===== src/rtl/gmii_rx_pkg.sv =====
// Shared types and constants for the GMII receive MAC.
package gmii_rx_pkg;

  typedef enum logic [1:0] {
    IDLE     = 2'd0,
    PREAMBLE = 2'd1,
    DATA     = 2'd2,
    DROP     = 2'd3
  } rx_state_e;

  localparam logic [7:0]  PREAMBLE_BYTE = 8'h55;
  localparam logic [7:0]  SFD_BYTE      = 8'hD5;
  localparam logic [31:0] CRC_POLY      = 32'hEDB88320;
  localparam logic [31:0] CRC_INIT      = 32'hFFFFFFFF;
  localparam logic [31:0] CRC_RESIDUE   = 32'hDEBB20E3;

endpackage


===== src/rtl/crc32_d8.sv =====
// Combinational byte-wide CRC-32 step (reflected polynomial, LSB of data first).
module crc32_d8
  import gmii_rx_pkg::*;
(
  input  logic [31:0] crc_in,
  input  logic [7:0]  data,
  output logic [31:0] crc_out
);

  // NOTE: blocking assignments here are intentional; each loop pass consumes the
  // previous pass's result within the same evaluation, unrolling into XOR logic.
  always_comb begin
    crc_out = crc_in;
    for (int i = 0; i < 8; i++) begin
      if (crc_out[0] ^ data[i]) crc_out = (crc_out >> 1) ^ CRC_POLY;
      else                      crc_out = crc_out >> 1;
    end
  end

endmodule


===== src/rtl/gmii_rx_mac.sv =====
// GMII receive MAC: preamble/SFD strip, FCS strip, CRC-32 and length check, per-frame status.
// Optional macro RX_STATS_EN adds saturating good/bad/drop frame counters.
module gmii_rx_mac
  import gmii_rx_pkg::*;
#(
  parameter int MIN_FRAME    = 64,
  parameter int MAX_FRAME    = 1518,
  parameter int MAX_PREAMBLE = 7
) (
  input  logic        GTX_CLK,
  input  logic        RESET,
  input  logic [7:0]  RXD,
  input  logic        RX_DV,
  input  logic        RX_ER,
  output logic [7:0]  rx_data,
  output logic        rx_valid,
  output logic        rx_sof,
  output logic        rx_done,
  output logic        rx_good,
  output logic        crc_err,
  output logic        len_err,
  output logic        phy_err,
`ifdef RX_STATS_EN
  output logic [31:0] stat_good,
  output logic [31:0] stat_bad,
  output logic [31:0] stat_drop,
`endif
  output logic [15:0] frame_len
);

  localparam logic [15:0] MIN_LEN = 16'(MIN_FRAME);
  localparam logic [15:0] MAX_LEN = 16'(MAX_FRAME);
  localparam logic [7:0]  MAX_PRE = 8'(MAX_PREAMBLE);

  rx_state_e   r_state, w_state_nxt;
  logic        w_pre_start, w_pre_inc, w_sfd, w_data_byte, w_frame_end, w_drop_end;
  logic [7:0]  r_pcnt;
  logic [15:0] r_bcnt;
  logic [31:0] r_crc, w_crc_nxt;
  logic        r_phy_err;
  logic [7:0]  r_dl [4];
  logic        w_crc_bad, w_len_bad, w_emit;

  crc32_d8 u_crc (
    .crc_in  (r_crc),
    .data    (RXD),
    .crc_out (w_crc_nxt)
  );

  always_ff @(posedge GTX_CLK or negedge RESET) begin
    if (!RESET) r_state <= IDLE;
    else        r_state <= w_state_nxt;
  end

  // NOTE: every signal written below gets a default first so no path infers a latch.
  always_comb begin
    w_state_nxt = r_state;
    w_pre_start = 1'b0;
    w_pre_inc   = 1'b0;
    w_sfd       = 1'b0;
    w_data_byte = 1'b0;
    w_frame_end = 1'b0;
    w_drop_end  = 1'b0;
    unique case (r_state)
      IDLE: begin
        if (RX_DV) begin
          if (RX_ER) begin
            w_state_nxt = DROP;
          end else if (RXD == PREAMBLE_BYTE) begin
            w_state_nxt = PREAMBLE;
            w_pre_start = 1'b1;
          end else if (RXD == SFD_BYTE) begin
            w_state_nxt = DATA;
            w_sfd       = 1'b1;
          end else begin
            w_state_nxt = DROP;
          end
        end
      end
      PREAMBLE: begin
        if (!RX_DV) begin
          w_state_nxt = IDLE;
        end else if (RXD == PREAMBLE_BYTE) begin
          if (r_pcnt >= MAX_PRE) w_state_nxt = DROP;
          else                   w_pre_inc   = 1'b1;
        end else if (RXD == SFD_BYTE) begin
          w_state_nxt = DATA;
          w_sfd       = 1'b1;
        end else begin
          w_state_nxt = DROP;
        end
      end
      DATA: begin
        if (RX_DV) begin
          w_data_byte = 1'b1;
        end else begin
          w_state_nxt = IDLE;
          w_frame_end = 1'b1;
        end
      end
      DROP: begin
        if (!RX_DV) begin
          w_state_nxt = IDLE;
          w_drop_end  = 1'b1;
        end
      end
      default: w_state_nxt = IDLE;
    endcase
  end

  assign w_crc_bad = (r_crc != CRC_RESIDUE);
  assign w_len_bad = (r_bcnt < MIN_LEN) || (r_bcnt > MAX_LEN);
  // The four newest bytes may be FCS, so a byte leaves only once four more follow it.
  assign w_emit    = w_data_byte && (r_bcnt >= 16'd4);

  always_ff @(posedge GTX_CLK or negedge RESET) begin
    if (!RESET) begin
      r_pcnt    <= '0;
      r_bcnt    <= '0;
      r_crc     <= CRC_INIT;
      r_phy_err <= 1'b0;
    end else begin
      if (w_pre_start)    r_pcnt <= 8'd1;
      else if (w_pre_inc) r_pcnt <= r_pcnt + 8'd1;
      if (w_sfd) begin
        r_bcnt    <= '0;
        r_crc     <= CRC_INIT;
        r_phy_err <= 1'b0;
      end else if (w_data_byte) begin
        r_bcnt <= (r_bcnt == 16'hFFFF) ? r_bcnt : r_bcnt + 16'd1;
        r_crc  <= w_crc_nxt;
        if (RX_ER) r_phy_err <= 1'b1;
      end
    end
  end

  // NOTE: the delay-line storage has no reset; r_bcnt tracks its occupancy, so the
  // stale contents are never observable and the array maps to plain flops/SRL.
  always_ff @(posedge GTX_CLK) begin
    if (w_data_byte) begin
      r_dl[0] <= RXD;
      r_dl[1] <= r_dl[0];
      r_dl[2] <= r_dl[1];
      r_dl[3] <= r_dl[2];
    end
  end

  always_ff @(posedge GTX_CLK or negedge RESET) begin
    if (!RESET) begin
      rx_data   <= '0;
      rx_valid  <= 1'b0;
      rx_sof    <= 1'b0;
      rx_done   <= 1'b0;
      rx_good   <= 1'b0;
      crc_err   <= 1'b0;
      len_err   <= 1'b0;
      phy_err   <= 1'b0;
      frame_len <= '0;
    end else begin
      rx_data   <= w_emit ? r_dl[3] : 8'h00;
      rx_valid  <= w_emit;
      rx_sof    <= w_emit && (r_bcnt == 16'd4);
      rx_done   <= w_frame_end;
      rx_good   <= w_frame_end && !w_crc_bad && !w_len_bad && !r_phy_err;
      crc_err   <= w_frame_end && w_crc_bad;
      len_err   <= w_frame_end && w_len_bad;
      phy_err   <= w_frame_end && r_phy_err;
      frame_len <= (w_frame_end && (r_bcnt >= 16'd4)) ? r_bcnt - 16'd4 : 16'd0;
    end
  end

`ifdef RX_STATS_EN
  always_ff @(posedge GTX_CLK or negedge RESET) begin
    if (!RESET) begin
      stat_good <= '0;
      stat_bad  <= '0;
      stat_drop <= '0;
    end else begin
      if (rx_done && rx_good && (stat_good != '1)) stat_good <= stat_good + 32'd1;
      if (rx_done && !rx_good && (stat_bad != '1)) stat_bad  <= stat_bad + 32'd1;
      if (w_drop_end && (stat_drop != '1))         stat_drop <= stat_drop + 32'd1;
    end
  end
`endif

endmodule


===== config.mk =====
export PLATFORM = sky130hd
export DESIGN_NAME = gmii_rx_mac
export DESIGN_NICKNAME = d
export VERILOG_FILES = /design/src/rtl/gmii_rx_pkg.sv /design/src/rtl/crc32_d8.sv /design/src/rtl/gmii_rx_mac.sv
export SDC_FILE = /design/constraint.sdc
export NUM_CORES = 1
export LEC_CHECK = 0
export CORE_ASPECT_RATIO = 1.25
export CORE_MARGIN = 2
export CORE_UTILIZATION = 63
export DETAILED_ROUTE_END_ITERATION = 6
export PLACE_DENSITY = 0.91
export SLEW_MARGIN = 20
export SYNTH_ARGS = -nofsm -noshare
export SYNTH_HDL_FRONTEND = slang
export SYNTH_SLANG_ARGS = --single-unit

===== constraint.sdc =====
create_clock -name GTX_CLK -period 4.3 [get_ports GTX_CLK]
set_input_delay 0.43 -clock GTX_CLK [delete_from_list [all_inputs] [get_ports GTX_CLK]]
set_output_delay 0.43 -clock GTX_CLK [all_outputs]
set_load 0.05 [all_outputs]

==> results.md <==
* Status: finished, final reports clean
* Die Footprint at between 9000 and 10,000 µm²
* Commonest non-fill, non-tap cell in the layout: dfrtp_1
* Die Ht at between 100 and 150 µm
* Non-filler cells, final at about 640
* Slew Limit Fails at 0
* WL/cell at 20.1 µm
* Synth Area in Simple Gates at 0.150
* IO buf count at 42
* WL final at ~13 mm
* Mean Syn Cell Area at between 10 and 15 µm²
* Vias at 3,927
* Global-route wire length before repair at ~21 mm
* Max-cap violations at 0
* Yosys warning total at 0
* Post-synth EDFFs at 32
* CP endpoint kind: flop
* Syn nets at ~500
* Total CTS buffers at 17
* Worst Skew at ~0.0080 ns
* Clk buf depth at 2
* Share of layout cells above drive strength 1 at 0.189
* Final ANT Viol Nets at 0
* Placed cells at around 610
* DR pass1 iterations at 7
* Synth Area in Compound Gates at 0.0831
* Total Neg Setup Slack at 0 ns
* CP Cell Sequence: clkdlybuf4s50_1, nand3b_1, inv_2, buf_4, o21ai_1, or4_1, nand2_1
* Critical Path AT at between 3 and 4 ns
* Antenna violations before repair at 0
* H-tree lvl count at 4
* Placed cell area at roughly 6200 µm²
* Most frequent cells in the layout: 58 x dfrtp_1, 45 x xnor2_1, 41 x clkdlybuf4s50_1
* Area contributors post-synth: dfrtp_1 25%, edfxtp_1 17%, dfstp_2 15%, xnor2_1 6.9%, xor2_1 5.2%
* CP Launch Point: RX_DV
* Mapped Area at ~5700 µm²
* CP max FO at 48
* Fillers at 514
* Largest net degree at the start of global routing at 54
* Period utilization at 0.621
* Dominant combinational cell family by area after synthesis: XOR/XNOR gates
* Die width at 89.3 µm
* Worst hold path class: reg -> reg
* R2R Path Start: r_state[1]$_DFFE_PN0P_
* DRC at 0
* Global Route Usage Sum at 0.288
* DP Wirelength at between 7 and 8 mm
* Area of the core at 8750 µm²
* Reg-to-reg slack, setup at roughly 1.7 ns
* Clock slew at reported path FFs at 0.06 ns
* Routability cong. at between 0.8 and 0.9
* Mux cell area share after synthesis at 0.00350
* Clk Latency, worst-skew pair at between 0.5 and 0.6 ns
* VDD IR max at around 670 µV
* CTS tree: yes
* Final setup viols at 0
* Minimum clock period at 2.67 ns
* Synthesized flop and latch total at 122
* Slew margin rel. at 0.531
* Area grow syn2layout at 18.4%
* R2R cell count at 6
* NumNets Final at 529
* P per Cell Area at about 770 nW/µm²
* Final Hold Vio Count at 0
* Worst setup path class: in -> reg
* Max Clk Rate at approximately 0.37 GHz
* Critical Path Sink: r_bcnt[5]$_DFFE_PN0P_
* Finished Core Util at 0.775
* Post-cts resize count at 0
* GR Overflow Total at 0
* Synth Area in XOR/XNOR at 0.155
* Worst path slowest cell: clkdlybuf4s50_1
* Sequential element share of the synthesized area at 0.568
* Initial Util at 0.654
* Unrepaired setup endpoints after global routing: no
* Top cell type's share of synthesized area at 0.254
* Reg2Reg Capture Point: r_bcnt[5]$_DFFE_PN0P_
* CP required at roughly 4.8 ns
* Yosys cell types at 55
* Most used DFF post-synth: dfrtp_1
* # diodes at 0
* Slew @ Worst Pin at about 0.70 ns
* # IOs at between 40 and 50
* Vias in the first global route at just over 4,000
* Adder-cell share of the synthesized area at 0.0131
* Rows at 38
* Detailed Route Iter0 Violations at around 360
* Area leader, netlist: dfrtp_1
* Vias per cell at about 6.1
* Leak Pwr at 0.00271 µW
* Fraction of registers with async set or reset after synthesis at 0.738
* CTS root buffer: clkbuf_8
* Crit path largest cell delay at around 0.62 ns
* Post-route cell area at 6780 µm²
* Synthesized netlist cell count at 468
* Crit start category: input pin
* TritonCTS Sinks at roughly 120
logic make-up (layout without fill, tap and decap cells):
| kind of cell | Yosys count | after routing |
|---|---|---|
| flip-flops | 122 | 122 |
| adder cells (fa/ha/maj) | 6 | 6 |
| XOR/XNOR | 90 | 90 |
| AND/OR/NAND/NOR | 155 | 155 |
| buffers and inverters | 32 | 88 |
| multiplexers | 2 | 2 |
| AO/OA/AOI/OAI | 61 | 61 |
worst min path at each step:
stage                               from  cells after the start              endpoint
CTS                 r_dl[1][7]$_DFFE_PP_                      0  r_dl[2][7]$_DFFE_PP_
global placement    r_dl[0][1]$_DFFE_PP_                      0  r_dl[1][1]$_DFFE_PP_
global route        r_dl[2][5]$_DFFE_PP_                      0  r_dl[3][5]$_DFFE_PP_
finish              r_dl[1][7]$_DFFE_PP_                      0  r_dl[2][7]$_DFFE_PP_
floorplan                          RESET                      0     crc_err$_DFF_PN0_
detailed placement  r_dl[0][7]$_DFFE_PP_                      0  r_dl[1][7]$_DFFE_PP_
metrics by stage:
step                total power (µW)  setup slack [ns]  hold WS, ns
floorplan                       3350              2.11        0.134
global placement                3660              1.38        0.400
detailed placement              3760              1.25        0.405
CTS                             5180              1.71        0.416
global route                    5450              1.51        0.420
finish                          5200              1.63        0.416
worst max-delay path: cells and delay by family:
kind | cells | cell delay [ns]
AO/OA/AOI/OAI | 1 | 0.35
buffers and inverters | 3 | 1.27
AND/OR/NAND/NOR | 3 | 1.08
registers in the layout, indices dropped and copies added (netlist names):
register and cells:
r_crc 32, r_dl 32, frame_len 16, r_bcnt 16
r_pcnt 8, rx_data 8, r_state 2, crc_err 1
len_err 1, phy_err 1, r_phy_err 1, rx_done 1
rx_good 1, rx_sof 1, rx_valid 1
power breakdown:
part | total, µW | internal, µW | switching (µW) | leakage (µW)
combinational | 2070 | 944 | 1120 | 0.00103
clock | 1360 | 787 | 573 | 0.000275
sequential | 1780 | 1510 | 268 | 0.00141
total | 5200 | 3240 | 1960 | 0.00271
cell usage after synthesis, types with 4 or more instances:
cell type and n:
o21ai_0 9, or3_1 4, dfstp_2 32, nor4_1 8, o211ai_1 4, xnor2_1 45, dfrtp_1 58, a2bb2oi_2 10
a21oi_1 22, nor2b_1 5, nor2_1 38, nand4_1 11, and2_1 12, nor3_1 21, nand3_1 11, xnor2_2 9
nand4b_1 5, xor2_1 34, buf_2 9, nand2_1 18, ha_1 6, clkbuf_1 8, or4_1 4, edfxtp_1 32
inv_1 9
metal layers:
layer	GRT usage	wire length (µm)	vias to the layer above
met5	0	0	-
met3	0.0972	953	63
met4	0.137	534	0
met2	0.479	6860	205
met1	0.323	4610	1920
li1	-	-	1739
layout make-up:
| class | instances | area [µm²] | area share |
|---|---|---|---|
| sequential | 122 | 3250 | 0.480 |
| multi-input combinational | 314 | 2320 | 0.342 |
| timing repair buffer | 47 | 458 | 0.0676 |
| clock buffer | 17 | 414 | 0.0611 |
| clock inverter | 15 | 151 | 0.0223 |
| tap | 120 | 150 | 0.0222 |
| inverter | 9 | 33.8 | 0.00499 |
what timing repair did:
action	CTS	global route
endpoints found under the hold margin	52	0
hold buffers	1	0
setup endpoints to repair	0	0
buffers inserted	0	0
No activity file was read; power rests on OpenSTA's default activity.
